$ cat config.mk
export PLATFORM = sky130hd
export DESIGN_NAME = call_return_stack
export DESIGN_NICKNAME = d
export VERILOG_FILES = /design/src/rtl/call_return_stack.sv
export SDC_FILE = /design/constraint.sdc
export NUM_CORES = 1
export LEC_CHECK = 0
export CAP_MARGIN = 25
export CORE_UTILIZATION = 60
export CTS_CLUSTER_SIZE = 14
export DETAILED_ROUTE_END_ITERATION = 6
export PLACE_DENSITY = 0.91
export SYNTH_ARGS = -nofsm -noshare
export SYNTH_HDL_FRONTEND = slang
export SYNTH_SLANG_ARGS = --single-unit
$ cat constraint.sdc
create_clock -name clk -period 4.65 [get_ports clk]
set_input_delay 0.93 -clock clk [delete_from_list [all_inputs] [get_ports clk]]
set_output_delay 0.93 -clock clk [all_outputs]
set_load 0.05 [all_outputs]
$ cat src/rtl/call_return_stack.sv
// Return-address stack for the 19-bit CPU.
// A CALL pushes the return address. A RET pops it, and the RET target
// (ret_addr) is visible combinationally in the cycle the RET is decoded.
// Overflow and underflow are sticky until clr_err is seen on an unstalled cycle.
module call_return_stack #(
    parameter int ADDR_W = 19,
    parameter int DEPTH  = 16,
    parameter int CNT_W  = 5
) (
    input  logic              clk,
    input  logic              rst,
    input  logic              stall,
    input  logic              call,
    input  logic              ret,
    input  logic [ADDR_W-1:0] ret_in,
    input  logic              clr_err,
    output logic [ADDR_W-1:0] ret_addr,
    output logic [CNT_W-1:0]  count,
    output logic              empty,
    output logic              full,
    output logic              overflow,
    output logic              underflow
);

    localparam int               IDX_W   = $clog2(DEPTH);
    localparam logic [CNT_W-1:0] DEPTH_C = CNT_W'(DEPTH);

    // Entry storage is indexed directly by the occupancy count, so there is
    // no circular wrap.
    logic [ADDR_W-1:0] entry_q [DEPTH];

    logic [CNT_W-1:0]  count_q, count_d;
    logic              overflow_q, overflow_d;
    logic              underflow_q, underflow_d;

    logic              wr_en;
    logic [IDX_W-1:0]  wr_idx;
    logic [IDX_W-1:0]  push_idx;
    logic [IDX_W-1:0]  top_idx;

    // Occupancy decode and the top-of-stack index.
    // When the stack is full, the low bits of count wrap to 0.
    // top_idx then wraps to DEPTH-1, which is the correct top entry.
    always_comb begin
        empty    = (count_q == '0);
        full     = (count_q == DEPTH_C);
        push_idx = count_q[IDX_W-1:0];
        top_idx  = push_idx - IDX_W'(1);
    end

    // RET target: the top entry when the stack holds data, otherwise zero.
    always_comb begin
        ret_addr = empty ? '0 : entry_q[top_idx];
    end

    // Next-state decision for count, flags and the entry write.
    always_comb begin
        // NOTE: every output of this block gets a default first. This means
        // no path leaves a value unassigned, so no latch is inferred.
        count_d     = count_q;
        overflow_d  = overflow_q;
        underflow_d = underflow_q;
        wr_en       = 1'b0;
        wr_idx      = push_idx;

        if (!stall) begin
            // The clear is applied first, so an error later in this block
            // overrides it.
            if (clr_err) begin
                overflow_d  = 1'b0;
                underflow_d = 1'b0;
            end

            if (call && !ret) begin
                if (!full) begin
                    wr_en   = 1'b1;
                    count_d = count_q + CNT_W'(1);
                end else begin
                    overflow_d = 1'b1;
                end
            end else if (ret && !call) begin
                if (!empty) begin
                    count_d = count_q - CNT_W'(1);
                end else begin
                    underflow_d = 1'b1;
                end
            end else if (call && ret) begin
                wr_en = 1'b1;
                if (!empty) begin
                    // Return and call in one cycle replace the top entry.
                    wr_idx = top_idx;
                end else begin
                    // On an empty stack, this behaves as a push and flags
                    // the missing pop.
                    wr_idx      = '0;
                    count_d     = CNT_W'(1);
                    underflow_d = 1'b1;
                end
            end
        end
    end

    // Control state: count and sticky flags, cleared by async reset.
    always_ff @(posedge clk or posedge rst) begin
        // NOTE: sequential state uses non-blocking assignment. All flops then
        // sample their inputs before any of them change.
        if (rst) begin
            count_q     <= '0;
            overflow_q  <= 1'b0;
            underflow_q <= 1'b0;
        end else begin
            count_q     <= count_d;
            overflow_q  <= overflow_d;
            underflow_q <= underflow_d;
        end
    end

    // Entry write port. Entries at or above count are never read.
    always_ff @(posedge clk) begin
        // NOTE: the storage array has no reset. Stale contents are invisible,
        // and leaving out the reset lets this map onto plain RAM/register-file cells.
        if (wr_en && !rst) begin
            entry_q[wr_idx] <= ret_in;
        end
    end

    assign count     = count_q;
    assign overflow  = overflow_q;
    assign underflow = underflow_q;

endmodule

# After elaboration in Yosys (flattened, before gate mapping)
# Memory sizes are Yosys's and may differ from the RTL's.
# Cells that the tools add are included.
dict set report word_totals {
  register_bits 7
  ramBits 304
  inputBits 25
  word_cells 49
  n_memories 1
}
dict set report classes {
  add_sub_neg 3
  eq_ne 3
  muxes 27
  bitwise_logic 1
  n_reduce_logical 11
}
# memory words word_bits rd rd_clocked_by_memory_dff wr line
set mem_list {}
lappend mem_list {entry_q 16 19 1 0 1 30} ;# logic [ADDR_W-1:0] entry_q [DEPTH];
# cell n
set op_table {}
lappend op_table {{$mux 5} 6}
lappend op_table {{$mux 4} 5}
lappend op_table {{$mux 19} 1}
lappend op_table {{$mux 1} 15}
lappend op_table {{$reduce_bool 3->1} 2}
lappend op_table {{$add 5x1->5 const B} 1}
lappend op_table {{$eq 5x5->1 const B} 1}
lappend op_table {{$logic_not 5->1} 1}
lappend op_table {{$reduce_and 5->1} 1}
lappend op_table {{$sub 5x1->5 const B} 1}
lappend op_table {{$logic_and 1x1->1} 4}
lappend op_table {{$sub 4x1->4 const B} 1}
lappend op_table {{$logic_not 1->1} 3}
lappend op_table {{$ne 3x3->1 const B} 1}
lappend op_table {{$ne 2x2->1 const B} 1}
lappend op_table {{$not 1->1} 1}

# Longest topological paths before layout
dict set report logic_depth {
  ltp_word 8
  ltp_mapped 11
}

# Least setup slack after synthesis
# No wires, ideal clock.
dict set report synth_timing {
  path_kind {reg-to-output}
  start {register count_q[0] (netlist: count[0])}
  end {output ret_addr[10]}
  t_arrival_ps 3541
  required_time_ps 3720
  path_slack_ps 179
  path_stages_with_launch 11
  n_path_buf 5
  cell_sequence {dfrtp_1 -> buf_2 -> buf_1 -> inv_1 -> ha_1 -> clkbuf_1 -> buf_2 -> clkbuf_1 -> mux4_2 -> mux2i_1 -> o22ai_1}
}
dict set report synth_between {
  elab_chain_len 3
}
# element line
set synth_rtl {}
lappend synth_rtl {{start: declaration} 32} ;# logic [CNT_W-1:0] count_q, count_d;
lappend synth_rtl {{start signal: assignment} 112} ;# count_q <= count_d;
lappend synth_rtl {{$sub 4x1->4} 48} ;# top_idx = push_idx - IDX_W'(1);
lappend synth_rtl {{$mem_v2 16x19} -}
lappend synth_rtl {{$mux 19 *} 53} ;# ret_addr = empty ? '0 : entry_q[top_idx];
lappend synth_rtl {{end: declaration} 17} ;# output logic [ADDR_W-1:0] ret_addr,
# Every way passes the cells marked *; elsewhere a longest branch is shown, timed or not.

# Final worst setup path
dict set report layout_timing {
  start {register count_q[1] (netlist: count[1])}
  end {output ret_addr[13]}
}
# The elaborated chain is that of the path after synthesis.

==> results.md <==
- Clk_lat worst skew: 540 ps
- Max Clock Freq: around 250 MHz
- Psw: ~4100 uW
- Initial core utilization: 0.620
- Die width: 145 um
- Switch share: 0.392
- Fin nets: 675
- Data required, critical path: 3720 ps
- Asr flop ratio synth: 0.0225
- H-tree levels: 1
- Vias: between 6000 and 7000
- FP Rows: 51
- Clock Power Share: 0.221
- Crit-path cells: inv_1 -> ha_4 -> or4b_1 -> nand2b_1 -> buf_4 -> o22ai_1 -> buf_4
- Dpl cells: 881
- Most common cell in the netlist: edfxtp_1
- CTS buffer count: 29
- Setup crit start kind: flip-flop
- Int Pwr: between 6000 and 7000 uW
- Synthesized instance count: 569
- Post-Syn Area: 12200 sq um
- Worst clock skew: 17.3 ps
- Port buffer count: 52
- Total negative slack: 0 ps
- Synth top area cells: edfxtp_1 (75%), mux4_2 (14%), mux2i_1 (3.2%), dfrtp_1 (1.4%), o22ai_1 (1.1%)
- Initial antenna violation count: 0
- Clock Sinks: 311
- Area growth from synthesis to layout: 15.7%
- Syn_nets: 597
- Sequential area share after synthesis: 0.761
- Final wirelength: 26500 um
- Seq cells post-synth: 311
- Met3 Use GR: 0.0411
- Sequential Power Share: 0.308
- Final Max Tran Viols: 0
- Die outline height: 145 um
- Placement Cell Area: 13200 sq um
- Ys flop type: edfxtp_1
- TritonRoute pass-1 iters: 7
- Worst path max stage delay: 590 ps
- Maxcap violations: 0
- CP Capture Type: primary output
- First DRT Iteration DRCs: between 500 and 600
- RSZ-0062 raised after global routing: no
- R2R depth: 8
- Core area: roughly 20000 sq um
- Clock Path Buffers: 3
- Largest net degree at the start of global routing: 45
- Power density over the cells: 744 nW/um^2
- CTS tree: yes
- DP HPWL: 15400 um
- Total grt overflow: 0
- Antenna cells: 0
- Grt met1 use: 0.372
- GR peak layer: met2
- Total setup violations reported at the end of the flow: 0
- Worst R2R Setup Slack: 1330 ps
- P_leak: 0.00466 uW
- VDD IR max: 0.536 mV
- Global Route Usage Sum: 0.270
- Share of cells above drive strength 1: 0.284
- Post-synth top cells: edfxtp_1 (304), mux4_2 (76), mux2i_1 (39), o22ai_1 (21), nor2_1 (20)
- Finished Core Util: 0.718
- Clk slew on worst S/H paths: 70 ps
- Top cell type's share of synthesized area: 0.746
- Antenna-violating nets left: 0
- Yosys top cell by area: edfxtp_1
- Final Cycle Share: 0.868
- Ys Warns: 0
- Synth unique cells: 43
- CTS root buffer: clkbuf_16
- I/O Pins: 53
- Synth Area per Inst: 21.5 sq um
- Slew @ Worst Pin: 855 ps
- Hold path endpoint: underflow
- Drt drc: 0
- RR Endpoint: entry_q[2][7]
- Via-to-Cell Ratio: ~6.7
- Worst r2r src: count[1]
- Die area: 21000 sq um
- Design Area, Final: 14100 sq um
- Hold buffers post-CTS: 0
- Final instance count without filler cells: 933
- Crit-path most repeated cell: buf_4
- Met2 usage: 0.440
- CTS resizes: 0
- Hold_sp: underflow
- Crit Path Category: reg2out
- WHS Path Cells: 1
- Number of synthesized flops with an enable pin: 304
- Setup bufs post-CTS: 0
- Worst-path fanout max: 12
- Drt wl/cell: between 20 and 30 um
- Final Hold Fails: 0
- Crit path max-delay cell type: nand2b_1
- Outcome: complete, no violations
- Slew HR: 0.430
- Critical path arrival: 3110 ps
- Worst Hold Class: reg2reg
- Gate power share: 0.472
- First-pass GRT wire length: 39400 um
- Tmin final: 4040 ps
- Vias in the first global route: 6503
- Routability cong.: 0.783
## per-layer routing
| layer | routed length, um | up-vias |
|---|---|---|
| met3 | 2450 | 67 |
| li1 | - | 2550 |
| met5 | 0 | - |
| met4 | 777 | 0 |
| met2 | 13300 | 404 |
| met1 | 10000 | 3185 |
## logic make-up (layout without fill, tap and decap cells)
group,after synthesis,in the layout,synth area share
buf+inv,41,140,0.0154
xor+xnor,2,2,0.00205
fa+ha+maj,3,3,0.00307
compound gates,50,50,0.0279
simple gates,47,47,0.0191
flops,311,311,0.761
mux,115,115,0.172
## flip-flops by register name, summed over array words and instances (netlist names)
| name | cells |
|---|---|
| underflow | 1 |
| count | 5 |
| overflow | 1 |
| entry_q | 304 |
## critical path, delay by kind of cell (launching register included)
| family | cells | cell delay (ps) |
|---|---|---|
| compound gates | 1 | 120 |
| fa+ha+maj | 1 | 150 |
| buf+inv | 3 | 690 |
| flops | 1 | 440 |
| simple gates | 2 | 1150 |
## placed cells by master (no fill, tap or decap), drive strengths merged, types with 7 or more instances in the layout
| cell | synthesis | final |
|---|---|---|
| nand2 | 8 | 8 |
| mux2i | 39 | 39 |
| clkbuf | 12 | 40 |
| clkdlybuf4s50 | 0 | 33 |
| dfrtp | 7 | 7 |
| o22ai | 21 | 21 |
| clkinv | 0 | 8 |
| nor2 | 20 | 20 |
| inv | 8 | 8 |
| mux4 | 76 | 76 |
| edfxtp | 304 | 304 |
| buf | 21 | 47 |
| a21oi | 9 | 9 |
## area by class of cell
| type | instances | area (sq um) |
|---|---|---|
| flip-flops and latches | 311 | 9310 |
| fillers | 1071 | 5570 |
| multi-input cells | 217 | 2800 |
| clock buffers | 40 | 807 |
| repair buffers | 80 | 733 |
| well taps | 265 | 332 |
| clock inverters | 12 | 135 |
| inverters | 8 | 30.0 |
## power groups by stage
stage / Sequential, uW / Combinational, uW / Clock (uW)
finish: 3240 / 4970 / 2320
global route: 3250 / 5190 / 2440
CTS: 3240 / 4990 / 2340
detailed placement: 3300 / 4920 / 0
global placement: 3280 / 4780 / 0
floorplan: 3340 / 3460 / 0
## through the flow
step / hold WS [ps] / total power [uW] / setup WS [ps]
6_report: 506 / 10500 / 612
5_1_grt: 531 / 10900 / 528
4_1_cts: 514 / 10600 / 640
3_5_place_dp: 500 / 8220 / 831
3_3_place_gp: 482 / 8060 / 995
2_1_floorplan: 742 / 6810 / 179
## worst max path at each step
stage | from | endpoint | slack (ps) | depth (start not counted)
after detailed placement | ret | entry_q[2][10] | 830 | 7
after CTS | count[1] | ret_addr[12] | 640 | 7
after global placement | call | entry_q[2][10] | 1000 | 7
after floorplan | count[0] | ret_addr[10] | 180 | 10
final | count[1] | ret_addr[13] | 610 | 7
after global routing | count[0] | ret_addr[12] | 530 | 7
No activity file was read; power rests on OpenSTA's default activity.
